[config.mk]
export PLATFORM = sky130hd
export DESIGN_NAME = note_lane
export DESIGN_NICKNAME = d
export VERILOG_FILES = /design/src/rtl/note_pkg.sv /design/src/rtl/note_slot.sv /design/src/rtl/note_lane.sv
export SDC_FILE = /design/constraint.sdc
export NUM_CORES = 1
export LEC_CHECK = 0
export CORE_AREA = 8 8 177 179
export CTS_CLUSTER_DIAMETER = 40
export DETAILED_ROUTE_END_ITERATION = 8
export DIE_AREA = 0 0 185 187
export GPL_ROUTABILITY_DRIVEN = 0
export SLEW_MARGIN = 10
export SYNTH_ARGS = -nofsm -noshare
export SYNTH_HDL_FRONTEND = slang
export SYNTH_SLANG_ARGS = --single-unit
[constraint.sdc]
create_clock -name i_clock -period 3.8 [get_ports i_clock]
set_clock_uncertainty 0.05 [all_clocks]
set_input_delay 0.76 -clock i_clock [delete_from_list [all_inputs] [get_ports i_clock]]
set_output_delay 0.76 -clock i_clock [all_outputs]
set_load 0.005 [all_outputs]
[src/rtl/note_pkg.sv]
// Shared types and constants for the note lane display path.
// FSM state encoding plus coordinate widths and default screen geometry.
package note_pkg;

  typedef enum logic {
    ST_IDLE  = 1'b0,
    ST_SWEEP = 1'b1
  } state_t;

  localparam int Y_W      = 32;
  localparam int X_W      = 10;
  localparam int WIDTH_W  = 7;

  localparam int SCREEN_H = 480;
  localparam int SCREEN_W = 640;

endpackage

[src/rtl/note_slot.sv]
// One note slot: valid bit and y position; load wins over advance, clear wins over both.
// Advance either moves the note down by SPEED or retires it once it passes BOTTOM_Y.
module note_slot
  import note_pkg::*;
#(
  parameter logic [Y_W-1:0] SPEED    = 32'd2,
  parameter logic [Y_W-1:0] BOTTOM_Y = Y_W'(SCREEN_H),
  parameter logic [Y_W-1:0] HIT_Y_LO = 32'd400,
  parameter logic [Y_W-1:0] HIT_Y_HI = 32'd440
) (
  input  logic           i_clk,
  input  logic           i_reset,
  input  logic           i_load,
  input  logic           i_adv,
  input  logic           i_clear,
  output logic           o_valid,
  output logic [Y_W-1:0] o_y,
  output logic           o_in_window,
  output logic           o_retire
);

  logic           r_valid;
  logic [Y_W-1:0] r_y;
  logic [Y_W-1:0] w_y_next;

  assign w_y_next = r_y + SPEED;

  always_ff @(posedge i_clk) begin
    if (i_reset) begin
      r_valid <= 1'b0;
      r_y     <= '0;
    end else if (i_clear) begin
      r_valid <= 1'b0;
    end else if (i_load) begin
      r_valid <= 1'b1;
      r_y     <= '0;
    end else if (i_adv && r_valid) begin
      if (w_y_next >= BOTTOM_Y) r_valid <= 1'b0;
      else                      r_y     <= w_y_next;
    end
  end

  assign o_valid     = r_valid;
  assign o_y         = r_y;
  assign o_in_window = r_valid && (r_y >= HIT_Y_LO) && (r_y <= HIT_Y_HI);
  assign o_retire    = r_valid && (w_y_next >= BOTTOM_Y);

endmodule

[src/rtl/note_lane.sv]
// Per-lane note scroller: a frame tick sweeps NUM_SLOTS cycles; pulses and read port are 1-cycle registered.
// Never stalls: early spawns pulse overflow, hits/ticks during a sweep queue one deep. Score under NOTE_LANE_SCORE_EN.
module note_lane
  import note_pkg::*;
#(
  parameter int                 NUM_SLOTS  = 4,
  parameter logic [X_W-1:0]     LANE_X     = 10'd100,
  parameter logic [WIDTH_W-1:0] NOTE_WIDTH = 7'd40,
  parameter logic [Y_W-1:0]     SPEED      = 32'd2,
  parameter logic [Y_W-1:0]     BOTTOM_Y   = Y_W'(SCREEN_H),
  parameter logic [Y_W-1:0]     HIT_Y_LO   = 32'd400,
  parameter logic [Y_W-1:0]     HIT_Y_HI   = 32'd440
) (
  input  logic                         i_clock,
  input  logic                         i_reset,
  input  logic                         i_frame_tick,
  input  logic                         i_spawn,
  output logic                         o_spawn_ready,
  input  logic                         i_hit,
  output logic                         o_hit_ok,
  output logic                         o_hit_miss,
  output logic                         o_note_dropped,
  output logic                         o_overflow,
  input  logic [$clog2(NUM_SLOTS)-1:0] i_rd_slot,
  output logic                         o_rd_valid,
  output logic [Y_W-1:0]               o_note_y,
  output logic [X_W-1:0]               o_note_x,
  output logic [WIDTH_W-1:0]           o_note_width,
  output logic [15:0]                  o_score
);

  localparam int IDX_W = $clog2(NUM_SLOTS);

  state_t               r_state, w_state_next;
  logic [IDX_W-1:0]     r_idx, w_idx_next;
  logic                 r_hit_pend, w_hit_pend_next;
  logic                 r_tick_pend, w_tick_pend_next;
  logic                 r_hit_ok, r_hit_miss, r_dropped, r_overflow;
  logic                 w_hit_ok, w_hit_miss, w_dropped, w_overflow;
  logic                 w_tick, w_resolve;
  logic [NUM_SLOTS-1:0] w_valid, w_in_win, w_retire, w_load, w_adv, w_clear;
  logic [Y_W-1:0]       w_y [NUM_SLOTS];
  logic                 w_any_free, w_any_win;
  logic [IDX_W-1:0]     w_free_idx, w_win_idx;
  logic                 r_rd_valid;
  logic [Y_W-1:0]       r_note_y;

  for (genvar g = 0; g < NUM_SLOTS; g++) begin : g_slot
    note_slot #(
      .SPEED   (SPEED),
      .BOTTOM_Y(BOTTOM_Y),
      .HIT_Y_LO(HIT_Y_LO),
      .HIT_Y_HI(HIT_Y_HI)
    ) u_slot (
      .i_clk      (i_clock),
      .i_reset    (i_reset),
      .i_load     (w_load[g]),
      .i_adv      (w_adv[g]),
      .i_clear    (w_clear[g]),
      .o_valid    (w_valid[g]),
      .o_y        (w_y[g]),
      .o_in_window(w_in_win[g]),
      .o_retire   (w_retire[g])
    );
  end

  // Descending scan so the lowest matching index is the one left standing.
  always_comb begin
    w_any_free = 1'b0;
    w_free_idx = '0;
    w_any_win  = 1'b0;
    w_win_idx  = '0;
    for (int i = NUM_SLOTS - 1; i >= 0; i--) begin
      if (!w_valid[i]) begin
        w_any_free = 1'b1;
        w_free_idx = IDX_W'(i);
      end
      if (w_in_win[i]) begin
        w_any_win = 1'b1;
        w_win_idx = IDX_W'(i);
      end
    end
  end

  assign o_spawn_ready = (r_state == ST_IDLE) && w_any_free;
  assign w_tick        = i_frame_tick || r_tick_pend;

  always_comb begin
    w_state_next     = r_state;
    w_idx_next       = r_idx;
    w_hit_pend_next  = r_hit_pend;
    w_tick_pend_next = r_tick_pend;
    w_hit_ok         = 1'b0;
    w_hit_miss       = 1'b0;
    w_dropped        = 1'b0;
    w_overflow       = 1'b0;
    w_resolve        = 1'b0;
    w_load           = '0;
    w_adv            = '0;
    w_clear          = '0;
    unique case (r_state)
      ST_IDLE: begin
        // A deferred hit always resolves here; a fresh hit is held if it cannot be served this cycle.
        w_resolve       = r_hit_pend || (i_hit && !w_tick);
        w_hit_pend_next = i_hit && (r_hit_pend || w_tick);
        if (w_resolve) begin
          if (w_any_win) begin
            w_clear[w_win_idx] = 1'b1;
            w_hit_ok           = 1'b1;
          end else begin
            w_hit_miss = 1'b1;
          end
        end
        if (w_tick) begin
          w_state_next     = ST_SWEEP;
          w_idx_next       = '0;
          w_tick_pend_next = 1'b0;
          w_overflow       = i_spawn;
        end else if (i_spawn) begin
          if (w_any_free) w_load[w_free_idx] = 1'b1;
          else            w_overflow         = 1'b1;
        end
      end
      ST_SWEEP: begin
        w_adv[r_idx] = 1'b1;
        w_dropped    = w_retire[r_idx];
        w_overflow   = i_spawn;
        if (i_frame_tick) w_tick_pend_next = 1'b1;
        if (i_hit)        w_hit_pend_next  = 1'b1;
        if (r_idx == IDX_W'(NUM_SLOTS - 1)) begin
          w_state_next = ST_IDLE;
          w_idx_next   = '0;
        end else begin
          w_idx_next = r_idx + IDX_W'(1);
        end
      end
      default: w_state_next = ST_IDLE;
    endcase
  end

  always_ff @(posedge i_clock) begin
    if (i_reset) begin
      r_state     <= ST_IDLE;
      r_idx       <= '0;
      r_hit_pend  <= 1'b0;
      r_tick_pend <= 1'b0;
      r_hit_ok    <= 1'b0;
      r_hit_miss  <= 1'b0;
      r_dropped   <= 1'b0;
      r_overflow  <= 1'b0;
      r_rd_valid  <= 1'b0;
      r_note_y    <= '0;
    end else begin
      r_state     <= w_state_next;
      r_idx       <= w_idx_next;
      r_hit_pend  <= w_hit_pend_next;
      r_tick_pend <= w_tick_pend_next;
      r_hit_ok    <= w_hit_ok;
      r_hit_miss  <= w_hit_miss;
      r_dropped   <= w_dropped;
      r_overflow  <= w_overflow;
      r_rd_valid  <= w_valid[i_rd_slot];
      r_note_y    <= w_valid[i_rd_slot] ? w_y[i_rd_slot] : '0;
    end
  end

`ifdef NOTE_LANE_SCORE_EN
  logic [15:0] r_score;
  always_ff @(posedge i_clock) begin
    if (i_reset)                             r_score <= '0;
    else if (w_hit_ok && r_score != 16'hFFFF) r_score <= r_score + 16'd1;
  end
  assign o_score = r_score;
`else
  assign o_score = '0;
`endif

  assign o_hit_ok       = r_hit_ok;
  assign o_hit_miss     = r_hit_miss;
  assign o_note_dropped = r_dropped;
  assign o_overflow     = r_overflow;
  assign o_rd_valid     = r_rd_valid;
  assign o_note_y       = r_note_y;
  assign o_note_x       = LANE_X;
  assign o_note_width   = NOTE_WIDTH;

endmodule
# Word-level counts from Yosys, hierarchy flattened
# Index checks and enable logic that the tools add are counted.
# Widths: inputs -> output; s select.
dict set report totals {
  regBits 174
  in_bits 7
  out_inout_bits 71
  wordCells 187
}
dict set report op_classes {
  n_addsub 5
  n_lt_le_gt_ge 20
  eq_ne 8
  muxes 78
  bitwise_logic 8
  n_reduce_logical 50
}
# cell n
set ops {}
lappend ops {{$mux 32} 14}
lappend ops {{$ge 32x9->1 const B} 8}
lappend ops {{$add 32x2->32 const B} 4}
lappend ops {{$le 32x9->1 const B} 4}
lappend ops {{$bmux 32 s2} 1}
lappend ops {{$mux 1} 35}
lappend ops {{$mux 4} 8}
lappend ops {{$logic_and 1x1->1} 22}
lappend ops {{$mux 2} 10}
lappend ops {{$reduce_bool 2->1} 8}
lappend ops {{$ne 2x2->1 const B} 7}
lappend ops {{$lt 2x3->1 const B} 4}
lappend ops {{$reduce_and 3->1} 4}
lappend ops {{$reduce_or 2->1} 6}
lappend ops {{$reduce_and 2->1} 5}
lappend ops {{$pmux 1 s2} 4}
lappend ops {{$not 1->1} 7}
lappend ops {{$demux 1 s2} 3}
lappend ops {{$ge 2x1->1 const B} 3}
lappend ops {{$bmux 1 s2} 2}
lappend ops {{$pmux 2 s2} 1}
lappend ops {{$ge 3x3->1 const B} 1}
lappend ops {{$logic_or 1x1->1} 3}
lappend ops {{$not 2->3} 1}
lappend ops {{other kinds (4)} 4}

# Longest topological paths before layout
dict set report logic_depth {
  ltp_word 16
  depth_mapped 12
}

# Modules after synthesis
# From an unflattened synthesis, not the netlist that was laid out.
dict set report unflattened {
  hier_cells 1173
  hier_area_um2 10799.1
}
# mod instances cells_per_inst area_each_um2
set modules_own_cells {}
lappend modules_own_cells {note_slot 4 241 2083.2}
lappend modules_own_cells {note_lane 1 209 2466.1}

# Worst setup path before layout
# No wires, ideal clock.
dict set report synth_timing {
  path_kind {reg2reg}
  startpoint {reg g_slot[0].u_slot.r_y[2]}
  endpoint {reg g_slot[0].u_slot.r_y[22]}
  t_arrival_ps 3214
  path_slack_ps 421
  path_stages_with_launch 13
  period_less_slack_ps 3379
  path_cell_list {dfxtp_1 ha_1 nand3_2 or4_1 clkbuf_1 a2111oi_0 o211ai_1 or4_4 nor4_4 nor3_1 buf_2 buf_6 and2_1}
}
dict set report synth_between {
  elab_chain_cells 13
  elab_cells_between_ends 22
  cone_classes {add/sub (1); order compare (5); eq/ne (1); mux (10); bitwise (1); reduce/logical (4)}
}
# item line
set synth_lines {}
lappend synth_lines {{from (decl)} note_slot.sv:23} ;# logic [Y_W-1:0] r_y;
lappend synth_lines {{from (signal assigned)} note_slot.sv:39} ;# else r_y <= w_y_next;
lappend synth_lines {{$ge 32x9->1} note_slot.sv:45} ;# assign o_in_window = r_valid && (r_y >= HIT_Y_LO) && (r_y <= HIT_Y_HI);
lappend synth_lines {{$logic_and 1x1->1 (2 in a row)} note_slot.sv:45}
lappend synth_lines {{$mux 2} note_lane.sv:78} ;# if (w_in_win[i]) begin
lappend synth_lines {{$lt 2x3->1 (implied by the code) / $ge 2x1->1 (equally long branches)} note_lane.sv:108} ;# w_clear[w_win_idx] = 1'b1;
lappend synth_lines {{$logic_and 1x1->1 (implied by the code)} note_lane.sv:108}
lappend synth_lines {{$mux 1 (implied by the code)} note_lane.sv:108}
lappend synth_lines {{$demux 1 s2} note_lane.sv:108}
lappend synth_lines {{$mux 4} note_lane.sv:107} ;# if (w_any_win) begin
lappend synth_lines {{$mux 4} note_lane.sv:106} ;# if (w_resolve) begin
lappend synth_lines {{$mux 4} note_lane.sv:101} ;# unique case (r_state)
lappend synth_lines {{$not 1->1 (no line)} -}
lappend synth_lines {{$reduce_and 3->1 (no line)} -}
# Parallel ways exist; a longest one is shown, timed or not. The select of a mux whose other input is x is not followed.
# A chain may end at the register's enable or synchronous reset.

# Worst setup path after layout
dict set report layout_timing {
  startpoint {reg g_slot[0].u_slot.r_y[2]}
  endpoint {reg g_slot[0].u_slot.r_y[1]}
}
dict set report layout_between {
  elab_chain_cells 13
  elab_cells_between_ends 19
  cone_classes {add/sub (1); order compare (5); eq/ne (1); mux (7); bitwise (1); reduce/logical (4)}
}
# item line
set layout_lines {}
lappend layout_lines {{$ge 32x9->1} note_slot.sv:45}
lappend layout_lines {{$logic_and 1x1->1 (2 in a row)} note_slot.sv:45}
lappend layout_lines {{$mux 2} note_lane.sv:78}
lappend layout_lines {{$lt 2x3->1 (implied by the code) / $ge 2x1->1 (equally long branches)} note_lane.sv:108}
lappend layout_lines {{$logic_and 1x1->1 (implied by the code)} note_lane.sv:108}
lappend layout_lines {{$mux 1 (implied by the code)} note_lane.sv:108}
lappend layout_lines {{$demux 1 s2} note_lane.sv:108}
lappend layout_lines {{$mux 4} note_lane.sv:107}
lappend layout_lines {{$mux 4} note_lane.sv:106}
lappend layout_lines {{$mux 4} note_lane.sv:101}
lappend layout_lines {{$not 1->1 (no line)} -}
lappend layout_lines {{$reduce_and 3->1 (no line) *} -}
# Every way passes the cells marked *; elsewhere a longest branch is shown, timed or not.

==> run_results.csv <==
group,metric,value,unit
yosys,synthCells,1059,
critical_path,end_kind,"flop",
critical_path,critPathSlowestCell,"or4_1",
route,wl_per_cell,19.7,µm
yosys,synth_edf_count,0,
timing,tns,0,ps
clocking,clk_pin_slew,70,ps
critical_path,critical_path.cell_chain,"ha_2 -> nand3_2 -> or4_1 -> a2111oi_0 -> o211ai_1 -> or4_4 -> nor4_4 -> nor3_2 -> buf_4 -> a22o_1",
critical_path,crit_fanout,28,
placement,dp_slack,163,ps
final_layout,fill_cells,2855,
yosys,synthAdderAreaFrac,0.0158,
route,vias_per_cell,5.49,
critical_path,critical_path_class,"reg -> reg",
grt,grt_pass1_vias,7941,
grt,grt_remaining_overflow,0,
clocking,h-tree-depth,4,
placement,port_buffers,43,
critical_path,cpPeakStageDelay,630,ps
clocking,postCtsHoldBufs,0,
clocking,clock_path_buffers,2,
clocking,numCtsBuffers,17,
yosys,netlist_area,9510,µm²
timing,drv_slew,0,
critical_path,rrSetupSlack,210,ps
route,vias,8280,
route,drt_first_pass_iters,5,
yosys,synth_seq_cells,169,
critical_path,critPathArrivalTime,3870,ps
yosys,synth-compound-area-share,0.124,
floorplanning,num_rows,62,
route,antenna_left,0,
yosys,synth_area_per_cell,8.98,µm²
timing,hold_viol,0,
min_path,min_path_type,"reg -> reg",
final_layout,drive_above_1_share,0.164,
yosys,synth_xor_area_frac,0.0304,
route,drc,0,
grt,antenna_found_initial,0,
floorplanning,die_w,185,µm
yosys,synth_top_family_by_area,"simple AND/OR/NAND/NOR gates",
clocking,clock_latency,440,ps
final_layout,seq_area,3380,µm²
floorplanning,coreArea,28400,µm²
final_layout,instances_no_fill,1509,
final_layout,n_antenna_cell,0,
final_layout,multi_input_comb_area,5570,µm²
timing,min_period,3590,ps
timing,slew_headroom,0.438,
yosys,ys.flop_type,"dfxtp_1",
final_layout,fin_nets,1132,
timing,setup_ws,213,ps
grt,grt_start_max_net_pins,32,
final_layout,syn2layout_area_growth,16.1,%
grt,track_usage,0.170,
timing,fmax,0.279,GHz
timing,setup_viol_count_final,0,
route,routed_wirelength,29.7,mm
placement,dpl.hpwl,22.5,mm
floorplanning,die_y,187,µm
yosys,muxShareOfSynthArea,0.0884,
route,drtIter0Drc,627,
yosys,synth_seq_area_share,0.356,
power,p_leak,4.22,nW
final_layout,final_cell_mix,"169 x dfxtp_1, 93 x and2_1, 67 x nor2_1",
run_status,status,"finished clean",
clocking,ctsRootBufferMaster,"clkbuf_16",
placement,placed_cells,1478,
timing,rsz0062_at_grt,"no",
flow_run,maxCapViolCount,0,
yosys,synthSimpleGateAreaFrac,0.312,
timing,post-route-period-util,0.944,
clocking,cts_tree,"yes",
floorplanning,start_util,0.335,
floorplanning,die_area,34600,µm²
power,ir_drop,352,µV
power,p_per_area,328,nW/µm²
yosys,yosys_warnings,0,
floorplanning,io_pins,78,
timing,hold_ws,430,ps
critical_path,start_kind,"flop",
grt,grt_pass1_wl,46.5,mm
critical_path,required,4080,ps
yosys,synthArstFlopShare,0,
final_layout,mostFrequentLayoutCell,"dfxtp_1",
placement,place_area,10500,µm²
final_layout,fin_area,11000,µm²
timing,tightest_slew,835,ps
yosys,synth_cell_type_count,89,
clocking,clkSinkCount,169,
[cells in the mapped netlist, drive strengths merged, types with 4 or more instances]
master     n  area, µm²
nor3b      5       37.5
o211ai     5       37.5
a21bo      7       70.1
and2      97        612
or3       15       96.3
a21boi     6       45.0
nor2      68        258
a211oi     7       52.6
o31a       5       46.3
clkbuf    53        224
o21a       6       45.0
nand2     52        198
ha        12        150
a311oi     5       43.8
dfxtp    169       3380
nor4      45        312
a22o       6       56.3
nand3     48        255
xnor2     21        184
and4      11       97.6
buf       53        372
mux2i      9       90.1
a21oi     22        110
o31ai      4       30.0
nor3      46        241
a21o       6       48.8
nor2b      6       37.5
a31oi      9       56.3
o21ai     23        115
a2111oi    5       43.8
inv       27        101
nand2b     6       37.5
and3      46        288
nor4b      4       41.3
xor2      12        105
mux4      32        728
a211o      9       80.1
or2        4       25.0
or4       11       93.8
nand4     41        278
[sequential cells by signal, summed over array words and instances, names as in the netlist]
signal                 flops
r_hit_pend                 1
o_rd_valid                 1
o_overflow                 1
r_state                    1
r_tick_pend                1
o_note_y                  31
r_idx                      2
o_hit_ok                   1
g_slot.u_slot.o_y        124
o_note_dropped             1
o_hit_miss                 1
g_slot.u_slot.o_valid      4
[metal layers]
layer	up-vias	track usage	routed length [µm]
li1	3956	-	-
met1	3942	0.221	13100
met2	333	0.272	13800
met3	49	0.0355	2010
met4	0	0.0619	745
met5	-	0	0
[per-stage QoR]
stage | util | power, W
floorplan | - | 0.00194
global placement | 0.369 | 0.00195
detailed placement | 0.369 | 0.00195
CTS | 0.389 | 0.00364
global route | 0.389 | 0.00374
finish | 0.389 | 0.00362
[worst paths after layout]
check,to,start,cells past startpoint
max reg2reg,g_slot[0].u_slot.o_y[1]$_SDFFE_PP0P_,g_slot[0].u_slot.o_y[2]$_SDFFE_PP0P_,10
min,r_hit_pend$_SDFFE_PP0P_,r_hit_pend$_SDFFE_PP0P_,2
max,g_slot[0].u_slot.o_y[1]$_SDFFE_PP0P_,g_slot[0].u_slot.o_y[2]$_SDFFE_PP0P_,10
min reg2reg,r_hit_pend$_SDFFE_PP0P_,r_hit_pend$_SDFFE_PP0P_,2
[where the power goes]
part           internal [W]  leakage (nW)  switching [W]
clock              0.000917         0.273       0.000788
sequential          0.00178          1.36     0.00000889
combinational     0.0000465          2.59      0.0000831
total               0.00274          4.22       0.000880
[kinds of logic (layout without fill, tap and decap cells)]
logic type	count (synthesis)	after routing
other	2	34
xor gates and xnor gates	33	33
AOI/OAI and AO/OA	156	156
DFF	169	169
adders and majority gates	12	12
buffers and inverters	133	167
muxes	43	43
and+or+nand+nor	511	511
[repair_timing]
action / CTS / global route
hold endpoints to repair: 0 / 0
gates resized for setup: 0 / 3
setup buffers: 0 / 0
endpoints found under the setup margin: 0 / 26
[cell type report]
| class | instances | share of cell area |
|---|---|---|
| timing repair buffer | 109 | 0.0856 |
| sequential | 169 | 0.306 |
| inverter | 27 | 0.00918 |
| clock buffer | 17 | 0.0385 |
| tap | 384 | 0.0435 |
| multi-input combinational | 789 | 0.504 |
| clock inverter | 14 | 0.0128 |
[critical path: cells and delay by family (launching register included)]
family,cells,cell delay [ps]
and+or+nand+nor,5,1650
AOI/OAI and AO/OA,3,780
DFF,1,480
adders and majority gates,1,290
buffers and inverters,1,230
(Power assumes the default switching activity.)
